==> config.mk <==
export PLATFORM = sky130hd
export DESIGN_NAME = div_booth_restoring
export DESIGN_NICKNAME = d
export VERILOG_FILES = /design/src/rtl/div_booth_restoring.sv
export SDC_FILE = /design/constraint.sdc
export NUM_CORES = 1
export LEC_CHECK = 0
export CAP_MARGIN = 30
export CORE_MARGIN = 2
export CORE_UTILIZATION = 55
export CTS_CLUSTER_DIAMETER = 50
export CTS_CLUSTER_SIZE = 20
export DETAILED_ROUTE_END_ITERATION = 16
export PLACE_DENSITY = 0.77
export SLEW_MARGIN = 15
export SYNTH_ARGS = -nofsm -noshare
export SYNTH_HDL_FRONTEND = slang
export SYNTH_SLANG_ARGS = --single-unit
==> constraint.sdc <==
create_clock -name clk -period 4 [get_ports clk]
set_input_delay 0.8 -clock clk [delete_from_list [all_inputs] [get_ports clk]]
set_output_delay 0.8 -clock clk [all_outputs]
set_load 0.1 [all_outputs]
==> src/rtl/div_booth_restoring.sv <==
// Iterative signed restoring divider, one quotient bit per clock.
// Operands are latched on start. The magnitudes go through WIDTH restoring
// steps, and the signs are applied afterwards. Latency is fixed at WIDTH+1
// cycles from the accepting edge to the done pulse.
//
// state | meaning
// ------+----------------------------------------------------------
// IDLE  | waiting for start; operands and magnitudes load on accept
// CALC  | one shift/trial-subtract step per cycle, WIDTH steps total
// FIX   | apply signs and special cases, write q/r/flags, pulse done
module div_booth_restoring #(
   parameter int WIDTH = 4
) (
   input  logic             clk,
   input  logic             rst_n,
   input  logic             start,
   input  logic [WIDTH-1:0] a,
   input  logic [WIDTH-1:0] b,
   output logic [WIDTH-1:0] q,
   output logic [WIDTH-1:0] r,
   output logic             busy,
   output logic             done,
   output logic             dbz,
   output logic             ovf
);

   localparam int CW = (WIDTH > 2) ? $clog2(WIDTH) : 1;
   localparam logic [CW-1:0]    CNT_LOAD = CW'(WIDTH - 1);
   localparam logic [WIDTH-1:0] MOST_NEG = {1'b1, {(WIDTH-1){1'b0}}};

   typedef enum logic [1:0] {
      IDLE = 2'd0,
      CALC = 2'd1,
      FIX  = 2'd2
   } state_t;

   state_t state;
   state_t state_nxt;

   logic [WIDTH-1:0] a_lat;
   logic [WIDTH-1:0] b_lat;
   logic [WIDTH-1:0] rem;
   logic [WIDTH-1:0] quo;
   logic [WIDTH:0]   dvs;
   logic [CW-1:0]    cnt;

   logic [WIDTH:0]   b_ext;
   logic [WIDTH-1:0] a_mag;
   logic [WIDTH:0]   b_mag;
   logic [WIDTH:0]   rem_sh;
   logic [WIDTH:0]   trial;
   logic             trial_ok;
   logic             sign_a;
   logic             sign_b;
   logic [WIDTH-1:0] q_fix;
   logic [WIDTH-1:0] r_fix;
   logic             is_dbz;
   logic             is_ovf;

   // Operand magnitudes, the restoring step, and the sign/special-case fixup
   always_comb begin
      // |a| fits in WIDTH unsigned bits, including |-2^(WIDTH-1)|
      a_mag    = a[WIDTH-1] ? ({WIDTH{1'b0}} - a) : a;
      b_ext    = {b[WIDTH-1], b};
      b_mag    = b[WIDTH-1] ? ({(WIDTH+1){1'b0}} - b_ext) : b_ext;

      // rem < |b| <= 2^(WIDTH-1), so the shifted remainder stays below 2^WIDTH
      // and the WIDTH+1-bit difference carries a valid sign in its top bit
      rem_sh   = {rem, quo[WIDTH-1]};
      trial    = rem_sh - dvs;
      trial_ok = ~trial[WIDTH];

      sign_a   = a_lat[WIDTH-1];
      sign_b   = b_lat[WIDTH-1];
      is_dbz   = (b_lat == {WIDTH{1'b0}});
      is_ovf   = (a_lat == MOST_NEG) && (b_lat == {WIDTH{1'b1}});

      q_fix    = (sign_a ^ sign_b) ? ({WIDTH{1'b0}} - quo) : quo;
      r_fix    = sign_a ? ({WIDTH{1'b0}} - rem) : rem;
      if (is_dbz) begin
         q_fix = {WIDTH{1'b1}};
         r_fix = a_lat;
      end
   end

   // State register
   always_ff @(posedge clk or negedge rst_n) begin
      if (!rst_n) begin
         state <= IDLE;
      end else begin
         state <= state_nxt;
      end
   end

   // Next-state logic
   always_comb begin
      state_nxt = state;
      case (state)
         IDLE: if (start) state_nxt = CALC;
         CALC: if (cnt == {CW{1'b0}}) state_nxt = FIX;
         FIX:  state_nxt = IDLE;
         default: state_nxt = IDLE;
      endcase
   end

   // Datapath: operand latch, iteration, and registered results
   always_ff @(posedge clk or negedge rst_n) begin
      if (!rst_n) begin
         a_lat <= '0;
         b_lat <= '0;
         rem   <= '0;
         quo   <= '0;
         dvs   <= '0;
         cnt   <= '0;
         q     <= '0;
         r     <= '0;
         busy  <= 1'b0;
         done  <= 1'b0;
         dbz   <= 1'b0;
         ovf   <= 1'b0;
      end else begin
         done <= 1'b0;
         case (state)
            IDLE: begin
               if (start) begin
                  a_lat <= a;
                  b_lat <= b;
                  quo   <= a_mag;
                  dvs   <= b_mag;
                  rem   <= '0;
                  cnt   <= CNT_LOAD;
                  busy  <= 1'b1;
               end
            end
            CALC: begin
               rem <= trial_ok ? trial[WIDTH-1:0] : rem_sh[WIDTH-1:0];
               quo <= {quo[WIDTH-2:0], trial_ok};
               cnt <= cnt - 1'b1;
            end
            FIX: begin
               q    <= q_fix;
               r    <= is_ovf ? {WIDTH{1'b0}} : r_fix;
               dbz  <= is_dbz;
               ovf  <= is_ovf;
               done <= 1'b1;
               busy <= 1'b0;
            end
            default: begin
               busy <= 1'b0;
            end
         endcase
      end
   end

endmodule

==> flow_metrics.py <==
metrics = {
    "finish": {
        "area_delta_synth_final_pct": 15.3,
        "fin_nets": 231,
        "drive_gt1_share_pct": 9.52,
        "n_antenna_cell": 0,
    },
    "logic_synthesis": {
        "ys_ff_latch": 36,
        "yosys.area.top_type_share_pct": 47.3,
        "synth_flop_cell": "dfrtp_1",
        "synth_top_area_cell": "dfrtp_1",
        "yosysSeqAreaShare_pct": 47.3,
        "synth_cell_type_count": 37,
        "yosysMostFrequentCell": "dfrtp_1",
        "async_flop_share_pct": 100,
        "synth_common_cells": "36 x dfrtp_1, 18 x nand2_1, 16 x inv_1, 16 x nor2_1, 11 x o21ai_0",
        "syn_nets": 206,
        "synthCells": 185,
        "ys_warn_count": 0,
        "syn_area_sq_mm": 0.00191,
        "synth_edf_count": 0,
        "synthTopCellsByArea": "dfrtp_1 47%, ha_1 5.9%, mux2_2 4.7%, nand2_1 3.5%, mux2i_1 3.2%",
        "syn_area_per_cell_sq_um": 10.3,
    },
    "clock_network": {
        "clk_latency_ns": 0.34,
        "htreeDepth": 2,
        "numCtsBuffers": 5,
        "cts_hold_buf": 0,
        "post_cts_resized": 0,
        "clockBufferDepth": 2,
        "cts_tree": "done",
        "cts.reportedPaths.clkPinSlew_ns": 0.11,
        "ctsRootBufferMaster": "clkbuf_4",
        "postCtsSetupRepairBufs": 0,
        "cts.sinks": 36,
    },
    "setup_path": {
        "critPathKind": "reg -> out",
        "rr_endpoint": "rem[3]",
        "end_kind": "output port",
        "r2r_setup_slack_ns": 1.79,
        "reg2reg_depth": 8,
        "path_buf_inv": 1,
        "worstPathCellList": "clkdlybuf4s50_1",
        "worstSetupStartpointType": "flop",
        "slowest_stage": "clkdlybuf4s50_1",
        "r2r-start": "quo[3]",
        "critPathMaxFanout": 2,
        "crit_required_ns": 3.20,
        "critPathMaxStageDelay_ns": 1.14,
        "critPathTopFamily": "buffers and inverters",
        "crit_arrival_ns": 1.85,
    },
    "drt": {
        "drt_iter0_markers": 63,
        "wirelength_microns": 3730,
        "num_vias": 1396,
        "via_per_inst": 5.45,
        "ant_nets": 0,
        "drc": 0,
        "routedWlPerCell_microns": 14.6,
        "dr.pass1.iters": 4,
    },
    "min_path": {
        "holdCritPathClass": "reg -> reg",
        "hold_path_end": "r[1]",
        "hp-start": "r[1]",
        "hold_depth": 2,
    },
    "global_route": {
        "grt.total_usage_pct": 22.3,
        "antenna_found_initial": 0,
        "grt_max_degree": 37,
        "grt_pass1_wl_microns": 6640,
        "first_global_vias": 1416,
        "overflow": 0,
    },
    "die": {
        "initial_core_util_pct": 57.1,
        "core_sq_mm": 0.00334,
        "die_h_microns": 62.9,
        "die_area_sq_mm": 0.00395,
        "ioPinCount": 23,
        "fp.dieW_microns": 62.9,
        "placementRows": 21,
    },
    "placed_design": {
        "port-buffer-count": 22,
        "dpl.hpwl_microns": 2840,
        "place.gp.congestion": 0.828,
        "pre_cts_ws_ns": 1.32,
    },
    "timing": {
        "tns_ns": 0,
        "fin_crit_ns": 2.65,
        "report.final.slew_viol_count": 0,
        "max_slew.worst_pin.slew_ns": 0.969,
        "finalHoldViolCount": 0,
        "fmax_mhz": 377,
        "setup_viol": 0,
        "slew_headroom_pct": 35.2,
        "rsz0062_at_grt": "false",
        "hold_ws_ns": 0.483,
        "finalWorstSetupSlack_ns": 1.35,
        "fin_skew_ns": 0.00873,
        "min_period_over_period_pct": 66.3,
    },
    "run_status": {
        "status": "finished, final reports clean",
    },
    "job": {
        "maxCapViolations": 0,
    },
}
[cell usage in the layout, fill, tap and decap left out, types with 2 or more instances in the layout]
| cell type | netlist | layout |
|---|---|---|
| nand3_1 | 3 | 3 |
| a21oi_1 | 10 | 10 |
| dfrtp_1 | 36 | 36 |
| o21ai_0 | 11 | 11 |
| nor2_1 | 16 | 16 |
| clkbuf_4 | 0 | 5 |
| clkdlybuf4s50_1 | 0 | 22 |
| nand4_1 | 2 | 2 |
| xor2_1 | 3 | 3 |
| nand2_1 | 18 | 18 |
| mux2i_1 | 6 | 6 |
| inv_1 | 16 | 16 |
| nor2b_1 | 5 | 5 |
| nand2b_1 | 3 | 3 |
| nor3_1 | 2 | 2 |
| o21ai_1 | 4 | 4 |
| ha_1 | 9 | 9 |
| o311ai_2 | 2 | 2 |
| a22oi_1 | 4 | 4 |
| o21bai_1 | 2 | 2 |
| mux2_2 | 8 | 8 |
| xnor2_1 | 6 | 6 |
[cell families (layout without fill, tap and decap cells)]
logic type | count (synthesis) | after routing | share of synthesized area [%]
and+or+nand+nor | 55 | 55 | 14.5
AOI/OAI and AO/OA | 39 | 39 | 13.1
DFF | 36 | 36 | 47.3
buffers and inverters | 21 | 46 | 5.25
muxes | 14 | 14 | 7.88
adders and majority gates | 10 | 10 | 6.96
xor gates and xnor gates | 10 | 10 | 4.99
[per-stage QoR]
step                      area (sq um)  util [%]  std cells
after detailed placement          2150      64.5        249
final                             2200      65.8        256
after CTS                         2200      65.8        256
after global routing              2200      65.8        256
after floorplan                   1910         -        185
after global placement            2150      64.5        249
[state kept, by name, summed over array words and instances (netlist names), 2 cells and up]
name   flops
b_lat      4
a_lat      4
r          4
dvs        4
rem        4
state      2
q          4
quo        4
cnt        2
[layout make-up]
| cell class | instances | area, sq um |
|---|---|---|
| Fill cell | 271 | 1140 |
| Multi-Input combinational cell | 128 | 905 |
| Sequential cell | 36 | 901 |
| Timing Repair Buffer | 23 | 228 |
| Inverter | 16 | 60.1 |
| Tap cell | 46 | 57.6 |
| Clock buffer | 6 | 41.3 |
| Clock inverter | 1 | 5.00 |
[worst max path at each step]
stage | depth (start not counted) | end | from
finish | 1 | q[1] | q[1]
global route | 1 | q[1] | q[1]
CTS | 1 | q[1] | q[1]
detailed placement | 4 | a_lat[2] | start
global placement | 4 | b_lat[2] | start
floorplan | 7 | rem[3] | b_lat[0]
[metal layers]
layer | share of wire (%) | routed length [microns] | track usage [%] | vias up
met5 | 0 | 0 | 0 | -
met4 | 2.1 | 77 | 9.72 | 0
met3 | 3.9 | 146 | 6.85 | 7
met2 | 51 | 1890 | 36.3 | 30
met1 | 43 | 1610 | 27.1 | 679
li1 | - | - | - | 680
Power is left out: the tool's default activity adds up to more than one toggle a clock period on the data nets, which glitch-free logic cannot reach.
